**src/rtl/ps2_kbd_pkg.sv**
```systemverilog
// Shared types and constants for the PS/2 to ZX Spectrum keyboard matrix block:
// matrix row/column indices, the scancode map entry and the PS/2 codes the top decodes itself.
package ps2_kbd_pkg;

    localparam int ROW_W = 3;
    localparam int COL_W = 3;

    localparam logic [ROW_W-1:0] ROW_CAPS  = 3'd0;
    localparam logic [ROW_W-1:0] ROW_ASDFG = 3'd1;
    localparam logic [ROW_W-1:0] ROW_QWERT = 3'd2;
    localparam logic [ROW_W-1:0] ROW_12345 = 3'd3;
    localparam logic [ROW_W-1:0] ROW_09876 = 3'd4;
    localparam logic [ROW_W-1:0] ROW_POIUY = 3'd5;
    localparam logic [ROW_W-1:0] ROW_ENTER = 3'd6;
    localparam logic [ROW_W-1:0] ROW_SPACE = 3'd7;

    localparam logic [7:0] SC_LSHIFT = 8'h12;
    localparam logic [7:0] SC_RSHIFT = 8'h59;
    localparam logic [7:0] SC_CTRL   = 8'h14;
    localparam logic [7:0] SC_LEFT   = 8'h6B;
    localparam logic [7:0] SC_RIGHT  = 8'h74;
    localparam logic [7:0] SC_UP     = 8'h75;
    localparam logic [7:0] SC_DOWN   = 8'h72;
    localparam logic [7:0] SC_BKSP   = 8'h66;
    localparam logic [7:0] SC_F5     = 8'h03;

    typedef struct packed {
        logic             valid;
        logic             caps_virtual;
        logic [ROW_W-1:0] row2;
        logic [COL_W-1:0] col2;
        logic             valid2;
        logic [ROW_W-1:0] row1;
        logic [COL_W-1:0] col1;
    } map_entry_t;

    typedef struct packed {
        logic       extended;
        logic       released;
        logic [7:0] scancode;
    } kbd_event_t;

    function automatic map_entry_t key(input logic [ROW_W-1:0] row, input logic [COL_W-1:0] col);
        key = '{valid: 1'b1, caps_virtual: 1'b0, row2: '0, col2: '0,
                valid2: 1'b0, row1: row, col1: col};
    endfunction

    // Composite key: primary is the virtual CAPS SHIFT, secondary is the real matrix key.
    function automatic map_entry_t comp(input logic [ROW_W-1:0] row, input logic [COL_W-1:0] col);
        comp = '{valid: 1'b1, caps_virtual: 1'b1, row2: row, col2: col,
                 valid2: 1'b1, row1: ROW_CAPS, col1: '0};
    endfunction

    function automatic logic is_shift(input kbd_event_t ev);
        is_shift = !ev.extended && (ev.scancode == SC_LSHIFT || ev.scancode == SC_RSHIFT);
    endfunction

endpackage

```
**src/rtl/ps2_scancode_map.sv**
```systemverilog
// Registered lookup from {extended, scancode} to a Spectrum matrix map entry (1-cycle latency).
module ps2_scancode_map
    import ps2_kbd_pkg::*;
(
    input  logic       clk,
    input  logic       rst_n,
    input  logic       load,
    input  logic       extended,
    input  logic [7:0] scancode,
    output map_entry_t entry
);

    function automatic map_entry_t lookup(input logic [8:0] code);
        lookup = '0;
        case (code)
            9'h01A: lookup = key(ROW_CAPS, 3'd1);  9'h022: lookup = key(ROW_CAPS, 3'd2);
            9'h021: lookup = key(ROW_CAPS, 3'd3);  9'h02A: lookup = key(ROW_CAPS, 3'd4);
            9'h01C: lookup = key(ROW_ASDFG, 3'd0); 9'h01B: lookup = key(ROW_ASDFG, 3'd1);
            9'h023: lookup = key(ROW_ASDFG, 3'd2); 9'h02B: lookup = key(ROW_ASDFG, 3'd3);
            9'h034: lookup = key(ROW_ASDFG, 3'd4);
            9'h015: lookup = key(ROW_QWERT, 3'd0); 9'h01D: lookup = key(ROW_QWERT, 3'd1);
            9'h024: lookup = key(ROW_QWERT, 3'd2); 9'h02D: lookup = key(ROW_QWERT, 3'd3);
            9'h02C: lookup = key(ROW_QWERT, 3'd4);
            9'h016: lookup = key(ROW_12345, 3'd0); 9'h01E: lookup = key(ROW_12345, 3'd1);
            9'h026: lookup = key(ROW_12345, 3'd2); 9'h025: lookup = key(ROW_12345, 3'd3);
            9'h02E: lookup = key(ROW_12345, 3'd4);
            9'h045: lookup = key(ROW_09876, 3'd0); 9'h046: lookup = key(ROW_09876, 3'd1);
            9'h03E: lookup = key(ROW_09876, 3'd2); 9'h03D: lookup = key(ROW_09876, 3'd3);
            9'h036: lookup = key(ROW_09876, 3'd4);
            9'h04D: lookup = key(ROW_POIUY, 3'd0); 9'h044: lookup = key(ROW_POIUY, 3'd1);
            9'h043: lookup = key(ROW_POIUY, 3'd2); 9'h03C: lookup = key(ROW_POIUY, 3'd3);
            9'h035: lookup = key(ROW_POIUY, 3'd4);
            9'h05A, 9'h15A: lookup = key(ROW_ENTER, 3'd0);
            9'h04B: lookup = key(ROW_ENTER, 3'd1); 9'h042: lookup = key(ROW_ENTER, 3'd2);
            9'h03B: lookup = key(ROW_ENTER, 3'd3); 9'h033: lookup = key(ROW_ENTER, 3'd4);
            9'h029: lookup = key(ROW_SPACE, 3'd0);
            9'h03A: lookup = key(ROW_SPACE, 3'd2); 9'h031: lookup = key(ROW_SPACE, 3'd3);
            9'h032: lookup = key(ROW_SPACE, 3'd4);
            {1'b0, SC_CTRL}, {1'b1, SC_CTRL}: lookup = key(ROW_SPACE, 3'd1);
            {1'b1, SC_LEFT}:  lookup = comp(ROW_12345, 3'd4);
            {1'b1, SC_DOWN}:  lookup = comp(ROW_09876, 3'd4);
            {1'b1, SC_UP}:    lookup = comp(ROW_09876, 3'd3);
            {1'b1, SC_RIGHT}: lookup = comp(ROW_09876, 3'd2);
            {1'b0, SC_BKSP}:  lookup = comp(ROW_09876, 3'd0);
            default:          lookup = '0;
        endcase
    endfunction

    // Loaded only when an event is issued, so the entry stays stable through APPLY1/APPLY2.
    always_ff @(posedge clk or negedge rst_n) begin
        if (!rst_n) entry <= '0;
        else if (load) entry <= lookup({extended, scancode});
    end

endmodule

```
**src/rtl/ps2_kbd_matrix.sv**
```systemverilog
// PS/2 key events -> ZX Spectrum 8x5 keyboard matrix with combinational port-FE column read.
// Optional PS2_KBD_MATRIX_NMI_KEY_EN adds an nmi_req pulse on F5 make.
module ps2_kbd_matrix
    import ps2_kbd_pkg::*;
#(
    parameter int CAPS_CNT_W = 2
)
(
    input  logic       clk,
    input  logic       rst_n,
    input  logic       kb_interrupt,
    input  logic [7:0] scancode,
    input  logic       released,
    input  logic       extended,
    input  logic [7:0] rows,
    output logic [4:0] cols,
    output logic       busy,
    output logic       overflow
`ifdef PS2_KBD_MATRIX_NMI_KEY_EN
    ,
    output logic       nmi_req
`endif
);

    localparam logic [1:0] S_IDLE   = 2'd0;
    localparam logic [1:0] S_LOOKUP = 2'd1;
    localparam logic [1:0] S_APPLY1 = 2'd2;
    localparam logic [1:0] S_APPLY2 = 2'd3;

    localparam logic [CAPS_CNT_W-1:0] CAPS_MAX = '1;
    localparam logic [CAPS_CNT_W-1:0] CAPS_ONE = CAPS_CNT_W'(1);

    logic [1:0]            state;
    logic                  pend_full;
    kbd_event_t            pend_ev;
    kbd_event_t            cur_ev;
    map_entry_t            entry;
    logic [7:0][4:0]       matrix;
    logic [7:0][4:0]       eff;
    logic                  phys_caps;
    logic [CAPS_CNT_W-1:0] virt_caps;
    logic                  issue;

    assign issue = (state == S_IDLE) && pend_full;
    assign busy  = (state != S_IDLE) || pend_full;

    ps2_scancode_map u_map (
        .clk      (clk),
        .rst_n    (rst_n),
        .load     (issue),
        .extended (pend_ev.extended),
        .scancode (pend_ev.scancode),
        .entry    (entry)
    );

    // NOTE: sequential state uses non-blocking assignments so every register samples pre-edge values.
    always_ff @(posedge clk or negedge rst_n) begin
        if (!rst_n) begin
            pend_full <= 1'b0;
            pend_ev   <= '0;
            cur_ev    <= '0;
            overflow  <= 1'b0;
        end else begin
            overflow <= 1'b0;
            if (issue) begin
                pend_full <= 1'b0;
                cur_ev    <= pend_ev;
            end
            if (kb_interrupt) begin
                if (!pend_full || issue) begin
                    pend_full <= 1'b1;
                    pend_ev   <= '{extended: extended, released: released, scancode: scancode};
                end else begin
                    overflow <= 1'b1;
                end
            end
        end
    end

    // NOTE: the matrix is a handful of flops, not a RAM, so it is reset and keys never stick.
    always_ff @(posedge clk or negedge rst_n) begin
        if (!rst_n) begin
            state     <= S_IDLE;
            matrix    <= '0;
            phys_caps <= 1'b0;
            virt_caps <= '0;
        end else begin
            case (state)
                S_IDLE:   if (pend_full) state <= S_LOOKUP;
                S_LOOKUP: state <= S_APPLY1;
                S_APPLY1: begin
                    state <= (entry.valid && entry.valid2) ? S_APPLY2 : S_IDLE;
                    if (is_shift(cur_ev)) begin
                        phys_caps <= !cur_ev.released;
                    end else if (entry.valid && entry.caps_virtual) begin
                        if (cur_ev.released) begin
                            if (virt_caps != '0) virt_caps <= virt_caps - CAPS_ONE;
                        end else if (!matrix[entry.row2][entry.col2] && virt_caps != CAPS_MAX) begin
                            virt_caps <= virt_caps + CAPS_ONE;
                        end
                    end else if (entry.valid) begin
                        matrix[entry.row1][entry.col1] <= !cur_ev.released;
                    end
                end
                default: begin
                    state <= S_IDLE;
                    matrix[entry.row2][entry.col2] <= !cur_ev.released;
                end
            endcase
        end
    end

`ifdef PS2_KBD_MATRIX_NMI_KEY_EN
    logic f5_held;

    always_ff @(posedge clk or negedge rst_n) begin
        if (!rst_n) begin
            nmi_req <= 1'b0;
            f5_held <= 1'b0;
        end else begin
            nmi_req <= 1'b0;
            if (state == S_APPLY1 && !cur_ev.extended && cur_ev.scancode == SC_F5) begin
                nmi_req <= !cur_ev.released && !f5_held;
                f5_held <= !cur_ev.released;
            end
        end
    end
`endif

    // NOTE: every combinational output gets a default first so no latch is inferred.
    always_comb begin
        eff       = matrix;
        eff[0][0] = phys_caps || (virt_caps != '0);
        cols      = '1;
        for (int r = 0; r < 8; r++) begin
            for (int c = 0; c < 5; c++) begin
                if (eff[r][c] && !rows[r]) cols[c] = 1'b0;
            end
        end
    end

endmodule

```
**config.mk**
```make
export PLATFORM = sky130hd
export DESIGN_NAME = ps2_kbd_matrix
export DESIGN_NICKNAME = d
export VERILOG_FILES = /design/src/rtl/ps2_kbd_pkg.sv /design/src/rtl/ps2_scancode_map.sv /design/src/rtl/ps2_kbd_matrix.sv
export SDC_FILE = /design/constraint.sdc
export NUM_CORES = 1
export LEC_CHECK = 0
export ABC_CLOCK_PERIOD_IN_PS = 4130
export CORE_MARGIN = 2
export CORE_UTILIZATION = 50
export CTS_BUF_LIST = sky130_fd_sc_hd__clkbuf_4 sky130_fd_sc_hd__clkbuf_8 sky130_fd_sc_hd__clkbuf_16
export DETAILED_ROUTE_END_ITERATION = 10
export PLACE_DENSITY = 0.71
export SYNTH_ARGS = -nofsm -noshare
export SYNTH_HDL_FRONTEND = slang
export SYNTH_SLANG_ARGS = --single-unit
export TNS_END_PERCENT = 20
```
**constraint.sdc**
```tcl
create_clock -name clk -period 4.13 [get_ports clk]
set_input_delay 0.826 -clock clk [delete_from_list [all_inputs] [get_ports clk]]
set_output_delay 0.826 -clock clk [all_outputs]
set_load 0.02 [all_outputs]
```
Yosys cells after proc, flatten, opt, wreduce, memory -nomap -nowiden. Cells that the tools add are included.

ROM bits: 0. Bits in writable memories: 0. Output and inout bits: 7. Memories kept: 0. Register bits after elaboration: 82. Bits in latches: 0.

Shifts and indexed selects: 0. $add $sub $neg: 2. Muxes and demuxes: 70. Bitwise logic cells: 2. Divide/modulo/power cells: 0. $lt $le $gt $ge: 8. $mul: 0. Eq/ne operators: 56. Reductions and logical operators: 76.

Operators by type and width (count): 15-bit one-hot mux with 44 select lines (1); 9-bit by 6-bit equality test with 1-bit output, second input constant (23); 40-bit two-way mux (3); 9-bit by 7-bit equality test with 1-bit output, second input constant (9); 40-bit bitwise mux (2); 40-bit one-hot mux with 2 select lines (1); 9-bit by 5-bit equality test with 1-bit output, second input constant (8); 9-bit equality test, second input constant (6); 1-bit logical AND (49); 1-bit two-way mux (48); 5-bit demux with 3-bit select (2); 3-bit by 4-bit less-than comparator with 1-bit output, second input constant (4); 5-bit binary-select mux with 3-bit select (1); 5-bit two-way mux (3); 3-bit by 1-bit greater-or-equal comparator with 1-bit output, second input constant (4); 1-bit zero test (12); 2-bit two-way mux (5); 8-bit by 5-bit equality test with 1-bit output, second input constant (1); 8-bit by 7-bit equality test with 1-bit output, second input constant (1); 2-bit inequality test, second input constant (4); 1-bit demux with 3-bit select (2); 2-bit one-hot mux with 3 select lines (1); 2-bit nonzero test (3); 2-bit OR reduction (3); 12 further kinds (18).

Longest topological paths before layout. Gate-level depths: netlist of run 1.

Depth in word-level cells: 11. Depth in mapped cells: 7. Gate-level depth less buffers: 5.

Cells and area by module. A second synthesis of run 1 with hierarchy kept.

Cells, all modules: 607. Area, all modules: 5361.4 um2.

Modules (own cells, without submodules): ps2_kbd_matrix (seq. area each 1676.6 um2, instances 1, area an instance 4155.2 um2, cells an instance 446); ps2_scancode_map (seq. area each 325.3 um2, instances 1, area an instance 1206.2 um2, cells an instance 161).

Least setup slack after synthesis of run 1. Ideal clock, no wire load.

Kind: input to output. Start: input rows[1]. End: output cols[0]. Arrival time: 1.735 ns. Stages: 3. Slack: 1.569 ns. Buffers on the path: 0. Cells stage by stage: nand2b_1 > o221ai_1 > nor4_1.

Longest elaborated chain between the ends: 9.

Ends and longest elaborated chain: from (decl) (line ps2_kbd_matrix.sv:15) `input logic [7:0] rows,`; 1-bit zero test (line ps2_kbd_matrix.sv:137) `if (eff[r][c] && !rows[r]) cols[c] = 1'b0;`; 1-bit logical AND (line ps2_kbd_matrix.sv:137); 1-bit two-way mux (7 in a row) (line ps2_kbd_matrix.sv:137); to (decl) (line ps2_kbd_matrix.sv:16) `output logic [4:0] cols,`.

Every way passes these cells.

Worst setup path in the final report of run 1.
Start: input rows[0]. End: output cols[4].

Longest elaborated chain between the ends: 10.

Ends and longest elaborated chain (line): 1-bit zero test (ps2_kbd_matrix.sv:137); 1-bit logical AND (ps2_kbd_matrix.sv:137); 1-bit two-way mux (8 in a row) (ps2_kbd_matrix.sv:137).

Every way passes these cells.

==> results of run 1 <==
==> cell type report <==
class	count	area, sq um	area share (%)
inverter	50	187.7	3.383
sequential	80	2002	36.08
timing repair buffer	33	312.8	5.638
clock inverter	5	63.81	1.150
clock buffer	11	151.4	2.729
tap	133	166.4	3.000
multi-input combinational	398	2664	48.02
==> critical path, stage by stage <==
cell and delay, ns:
sky130_fd_sc_hd__clkdlybuf4s50_1 0.56, sky130_fd_sc_hd__o22ai_1 0.11, sky130_fd_sc_hd__nor4_1 0.45, sky130_fd_sc_hd__clkdlybuf4s50_1 0.70
==> flip-flops by register name (all words and copies together), names as in the netlist <==
signal and flops:
cur_ev 10, eff 39, matrix 1, overflow 1, pend_ev 10, pend_full 1, phys_caps 1, state 2
u_map.entry 13, virt_caps 2
==> kinds of logic (layout without fill, tap and decap cells) <==
group	count (synthesis)	count (layout)	share of synthesized area [%]
and+or+nand+nor	232	232	25.81
AOI/OAI and AO/OA	109	109	14.28
xor gates and xnor gates	1	1	0.1741
DFF	80	80	39.79
muxes	56	56	12.68
buffers and inverters	91	99	7.262
==> layout by cell type (no fill, tap or decap), drive strengths merged, types with 8 or more instances in the layout <==
cell type,instances
mux2,12
mux2i,39
nand3,30
clkbuf,11
dfrtp,80
a21oi,17
nand2,51
nand4,24
o22ai,36
nor3b,13
nor3,9
nor4,11
o21ai,21
nor2b,8
inv,50
clkdlybuf4s50,26
nand2b,11
nor2,31
==> power breakdown <==
part           internal (uW)  switching [uW]
registers                996             416
logic                    577             912
clock network            316             309
==> path summary, 6_finish.rpt <==
kind | slack [ns] | startpoint | end
hold reg to reg | 0.48 | cur_ev[4]$_DFFE_PN0P_ | cur_ev[4]$_DFFE_PN0P_
hold / removal | 0.48 | cur_ev[4]$_DFFE_PN0P_ | cur_ev[4]$_DFFE_PN0P_
setup / recovery | 0.65 | rows[0] | cols[4]
setup reg to reg | 1.51 | pend_ev[0]$_DFFE_PN0P_ | u_map.entry[3]$_DFFE_PN0P_
max in group asynchronous | 2.86 | rst_n | eff[28]$_DFFE_PN0P_
min in group asynchronous | 0.62 | rst_n | pend_ev[2]$_DFFE_PN0P_
==> per-stage QoR <==
step,power [uW],hold WS [ns]
4_1_cts,3504,0.4800
2_1_floorplan,2464,0.4376
6_report,3527,0.4773
3_5_place_dp,2882,0.4612
3_3_place_gp,2851,0.4483
5_1_grt,3774,0.5192
==> metal layers <==
metal | global-route usage [%] | vias up
met1 | 36.38 | 2213
li1 | - | 2087
met4 | 6.178 | 0
met2 | 36.32 | 148
met5 | 0 | -
met3 | 5.827 | 20
==> results.py, run 1 <==
metrics = {
    "clock_network": {
        "clock_path_buffers": 2,
        "path_clk_slew_ns": 0.07,
        "clock_tree.htree_level_count": 3,
        "cts_sinks": 80,
        "holdBufCountCts": 0,
        "clock-root-buffer": "sky130_fd_sc_hd__clkbuf_8",
        "cts_tree": "yes",
        "cts_repair_resize_count": 0,
        "numCtsBuffers": 9,
        "post_cts_buffers": 0,
        "clk-insertion-delay-late_ns": 0.37,
    },
    "floorplanning": {
        "dieWidth_microns": 104.3,
        "die_y_microns": 104.3,
        "num_io_pins": 28,
        "coreArea_sq_mm": 0.009774,
        "die_ar_sq_mm": 0.01088,
        "initial_core_util_pct": 51.47,
        "floorplan.rows": 36,
    },
    "yosys": {
        "leading_cell_types_by_count_after_synthesis": "sky130_fd_sc_hd__dfrtp_1 (80), sky130_fd_sc_hd__nand2_1 (51), sky130_fd_sc_hd__inv_1 (48)",
        "netlist.area_leader.share_pct": 39.79,
        "synth_most_common_cell": "sky130_fd_sc_hd__dfrtp_1",
        "number_of_instances_in_the_synthesized_netlist": 569,
        "synth_async_sr_flop_share_pct": 100.0,
        "post-synth-top-area-cell": "sky130_fd_sc_hd__dfrtp_1",
        "post_synth_edffs": 0,
        "synth_seq_cells": 80,
        "synth_seq_area_share_pct": 39.79,
        "ys_dominant_reg_cell": "sky130_fd_sc_hd__dfrtp_1",
        "synth_area_leaders": "sky130_fd_sc_hd__dfrtp_1 (40%), sky130_fd_sc_hd__mux2i_1 (7.8%), sky130_fd_sc_hd__o22ai_1 (4.5%)",
        "ys.warnings.count": 0,
        "syn_area_per_cell_sq_um": 8.842,
        "unique_masters_post_synth": 68,
        "synth_area_sq_mm": 0.005031,
        "syn_nets": 590,
    },
    "min_path": {
        "hold_path_class": "reg -> reg",
        "worst_hold_path.num_cells": 2,
    },
    "sta": {
        "grt_setup_unrepaired": "false",
        "setup_tns_ns": 0,
        "fmax_mhz": 287.5,
        "max_slew_margin_pct": 32.94,
        "finalHoldViolCount": 0,
        "worst_slew_pin_slew_ns": 1.006,
        "total_count_of_max_transition_violations_in_the_final_report": 0,
        "skew_ns": 0.01420,
        "fin_ws_ns": 0.6517,
        "final_period_minus_worst_setup_slack_ns": 3.478,
        "setup-violations-final": 0,
        "min_period_over_period_pct": 84.22,
    },
    "worst_setup_path": {
        "timing.critical_path.arrival_ns": 2.65,
        "crit_path_start_kind": "primary input",
        "critPathKind": "in -> out",
        "worst_setup_path_end_kind": "output pin",
        "path_depth_of_the_worst_reg2reg_path": 5,
        "critical_path.max_fanout": 5,
        "cp_data_required_time_ns": 3.30,
    },
    "run_status": {
        "result_of_the_run": "finished, final reports clean",
    },
    "drt": {
        "avgRoutedWirePerCell_microns": 18.05,
        "metal3_wl_microns": 811,
        "detail_route.iter0.violations": 405,
        "number_of_iterations_in_the_first_detailed_routing_pass": 5,
        "drc": 0,
        "detail_route.vias_per_cell": 6.293,
        "met1Wirelength_mm": 6.043,
        "route.met2.wl_mm": 5.797,
        "wirelength_mm": 12.82,
        "maxUsedRoutingLayer": "met4",
        "detailroute.via_count": 4468,
        "postRouteAntennaNets": 0,
    },
    "global_routing": {
        "grt_pass1_vias": 4183,
        "globalRouteTotalUtil_pct": 24.60,
        "grt_start_max_net_pins": 81,
        "globalRouteOverflowTotal": 0,
        "number_of_antenna_violations_at_the_first_check_in_global_routing": 0,
        "global_route_wire_length_before_repair_mm": 21.65,
    },
    "layout": {
        "relative_area_change_from_synthesis_to_final_layout_pct": 10.27,
        "layoutNonFillerInstCount": 710,
        "layout.filler_cells": 905,
        "nets": 593,
        "diode_count": 0,
        "final_layout_size_suffix_gt1_share_pct": 8.492,
        "final_core_utilization_pct": 56.76,
        "cell_area_after_layout_sq_mm": 0.005548,
    },
    "place": {
        "buffer_ports.inserted": 27,
        "dpl_worst_slack_ns": 0.6787,
        "placed_area_sq_mm": 0.005333,
        "dpl.hpwl_mm": 8.963,
        "place.gp.congestion": 0.9323,
        "dpl.cell_count": 694,
    },
    "pwr": {
        "power_leakage_uw": 0.002388,
        "highest_ir_drop_seen_on_vdd_uv": 387.4,
        "power_density_mw_per_mm2": 635.7,
    },
    "job": {
        "timing.max_cap.violations": 0,
    },
}
(Power assumes the default switching activity.)
==> run 2, diff against run 1 <==
--- a/config.mk
+++ b/config.mk
@@ -5,12 +5,12 @@
 export SDC_FILE = /design/constraint.sdc
 export NUM_CORES = 1
 export LEC_CHECK = 0
-export ABC_CLOCK_PERIOD_IN_PS = 4130
+export ABC_CLOCK_PERIOD_IN_PS = 2900
 export CORE_MARGIN = 2
 export CORE_UTILIZATION = 50
 export CTS_BUF_LIST = sky130_fd_sc_hd__clkbuf_4 sky130_fd_sc_hd__clkbuf_8 sky130_fd_sc_hd__clkbuf_16
 export DETAILED_ROUTE_END_ITERATION = 10
-export PLACE_DENSITY = 0.71
+export PLACE_DENSITY = 0.73
 export SYNTH_ARGS = -nofsm -noshare
 export SYNTH_HDL_FRONTEND = slang
 export SYNTH_SLANG_ARGS = --single-unit
==> constraint.sdc (replaced) <==
create_clock -name clk -period 2.9 [get_ports clk]
set_input_delay 0.58 -clock clk [delete_from_list [all_inputs] [get_ports clk]]
set_output_delay 0.58 -clock clk [all_outputs]
set_load 0.02 [all_outputs]
==> run 2 against run 1 <==
Compared with the run above:
- total power is 43% higher
- global-route usage is 1.0 points higher
- utilization is 1.1 points higher
- clock skew is 0.0012 ns lower
- hold slack worse by 0.14 ns
- sequential power is 35% higher
- largest cell class unchanged
==> results.py, run 2 (same netlist as run 1, synthesis figures left out) <==
metrics = {
    "global_routing": {
        "grt_start_max_net_pins": 81,
        "grt_busiest_layer": "met2",
        "grt_pass1_vias": 4364,
        "globalRouteTotalUtil_pct": 25.63,
        "number_of_antenna_violations_at_the_first_check_in_global_routing": 0,
        "globalRouteOverflowTotal": 0,
        "global_route_wire_length_before_repair_mm": 22.31,
        "gr-usage-met2_pct": 38.56,
        "gr-usage-met1_pct": 36.80,
        "groute.layer.met3.usage_pct": 5.326,
    },
    "sta": {
        "total_count_of_max_transition_violations_in_the_final_report": 0,
        "worst_slew_pin_slew_ns": 1.011,
        "max_slew_margin_pct": 32.63,
        "finalHoldViolCount": 0,
        "setup-violations-final": 0,
        "final_period_minus_worst_setup_slack_ns": 2.847,
        "skew_ns": 0.01302,
        "setup_tns_ns": 0,
        "min_period_over_period_pct": 98.17,
        "final_hold_slack_ns": 0.3369,
        "fmax_mhz": 351.3,
        "grt_setup_unrepaired": "false",
    },
    "floorplanning": {
        "floorplan.rows": 36,
        "die_y_microns": 104.3,
        "num_io_pins": 28,
        "coreArea_sq_mm": 0.009774,
        "initial_core_util_pct": 51.47,
        "dieWidth_microns": 104.3,
        "die_ar_sq_mm": 0.01088,
    },
    "pwr": {
        "pwr-share-seq_pct": 37.5,
        "power.total_uw": 5052,
        "switching_share_pct": 46.99,
        "internal_power_uw": 2678,
        "highest_ir_drop_seen_on_vdd_uv": 629.1,
        "power_leakage_uw": 0.002472,
        "power_density_mw_per_mm2": 893.2,
        "pwr-share-comb_pct": 46.3,
        "power.share.clock_pct": 16.1,
        "net-switching-power_uw": 2374,
    },
    "place": {
        "dpl.cell_count": 711,
        "place.gp.congestion": 0.9863,
        "buffer_ports.inserted": 27,
        "dpl.hpwl_mm": 9.381,
        "placed_area_sq_mm": 0.005460,
    },
    "drt": {
        "number_of_iterations_in_the_first_detailed_routing_pass": 5,
        "drc": 0,
        "wirelength_mm": 13.25,
        "postRouteAntennaNets": 0,
        "detailroute.via_count": 4540,
        "detail_route.iter0.violations": 417,
        "avgRoutedWirePerCell_microns": 18.23,
        "detail_route.vias_per_cell": 6.245,
    },
    "layout": {
        "cell_area_after_layout_sq_mm": 0.005655,
        "relative_area_change_from_synthesis_to_final_layout_pct": 12.41,
        "layoutNonFillerInstCount": 727,
        "diode_count": 0,
        "leading_cell_type_in_the_layout_fill_and_taps_excluded": "sky130_fd_sc_hd__dfrtp_1",
        "nets": 610,
        "largest_register_ff_count": 39,
        "final_layout_size_suffix_gt1_share_pct": 11.28,
        "layout.filler_cells": 895,
        "layout.cells.most_common_list": "sky130_fd_sc_hd__dfrtp_1 (80), sky130_fd_sc_hd__nand2_1 (51), sky130_fd_sc_hd__inv_1 (48)",
    },
    "clock_network": {
        "clock_path_buffers": 2,
        "clock_tree.htree_level_count": 3,
        "clock-root-buffer": "sky130_fd_sc_hd__clkbuf_8",
        "cts_tree": "yes",
        "cts_sinks": 80,
        "numCtsBuffers": 9,
        "clk-insertion-delay-late_ns": 0.37,
        "post_cts_buffers": 0,
        "path_clk_slew_ns": 0.09,
    },
    "worst_setup_path": {
        "crit_path_start_kind": "primary input",
        "critical_path.max_fanout": 3,
        "worst_setup_path_end_kind": "output pin",
        "cp_data_required_time_ns": 2.32,
        "critPathKind": "in -> out",
        "timing.critical_path.arrival_ns": 2.27,
    },
    "job": {
        "timing.max_cap.violations": 0,
    },
    "run_status": {
        "result_of_the_run": "finished, final reports clean",
    },
    "min_path": {
        "hold_path_class": "in -> async",
    },
}
==> run 2: per-stage QoR <==
step	util, %	setup WS, ns
floorplan	-	0.8313
global placement	55.86	0.01844
detailed placement	55.86	0.02187
CTS	57.81	0.004876
global route	57.86	0.05169
finish	57.86	0.05307
==> run 2: routing by layer <==
| layer | vias to the layer above | wire length, microns |
|---|---|---|
| met5 | - | 0 |
| met4 | 0 | 320 |
| met3 | 33 | 943 |
| met2 | 179 | 5960 |
| met1 | 2204 | 6029 |
| li1 | 2124 | - |
==> run 2: power groups by stage <==
stage	sequential, uW	combinational, uW	clock [uW]
detailed placement	1900	2310	0
global route	1950	2580	886
finish	1900	2340	815
CTS	1870	2320	830
floorplan	1620	1890	0
global placement	1880	2270	0
==> run 2: final timing paths <==
kind                                        start                          to  slack [ns]  cells past startpoint
hold / removal                              rst_n      pend_ev[0]$_DFFE_PN0P_        0.34                      1
setup / recovery                          rows[1]                     cols[2]        0.05                      5
min in group clk            cur_ev[4]$_DFFE_PN0P_       cur_ev[4]$_DFFE_PN0P_        0.48                      2
hold reg to reg             cur_ev[4]$_DFFE_PN0P_       cur_ev[4]$_DFFE_PN0P_        0.48                      2
setup reg to reg           pend_ev[5]$_DFFE_PN0P_  u_map.entry[3]$_DFFE_PN0P_        0.36                      6
max in group asynchronous                   rst_n         eff[34]$_DFFE_PN0P_        1.87                      1
==> run 2: what timing repair did <==
action,4_1_cts,5_1_grt
hold buffers,0,0
endpoints found under the setup margin,0,4
gates resized for setup,0,4
==> run 2: critical path: stages <==
cell                              delay [ns]
sky130_fd_sc_hd__clkdlybuf4s50_1        0.52
sky130_fd_sc_hd__buf_4                  0.15
sky130_fd_sc_hd__o22ai_1                0.08
sky130_fd_sc_hd__nor4_1                 0.29
sky130_fd_sc_hd__clkdlybuf4s50_1        0.66
==> run 2: area by class of cell <==
type	count	area [sq um]	share of cell area, %
Tap cell	133	166.4	2.942
Clock buffer	11	151.4	2.677
Timing Repair Buffer	50	445.4	7.876
Inverter	50	187.7	3.319
Clock inverter	5	38.79	0.6858
Multi-Input combinational cell	398	2664	47.10
Sequential cell	80	2002	35.40
==> run 3, diff against run 2 <==
--- a/config.mk
+++ b/config.mk
@@ -14,4 +14,4 @@
 export SYNTH_ARGS = -nofsm -noshare
 export SYNTH_HDL_FRONTEND = slang
 export SYNTH_SLANG_ARGS = --single-unit
-export TNS_END_PERCENT = 20
+export TNS_END_PERCENT = 50
==> results of run 3 <==
The final DEF is identical to that of run 2; final timing and power are the same.
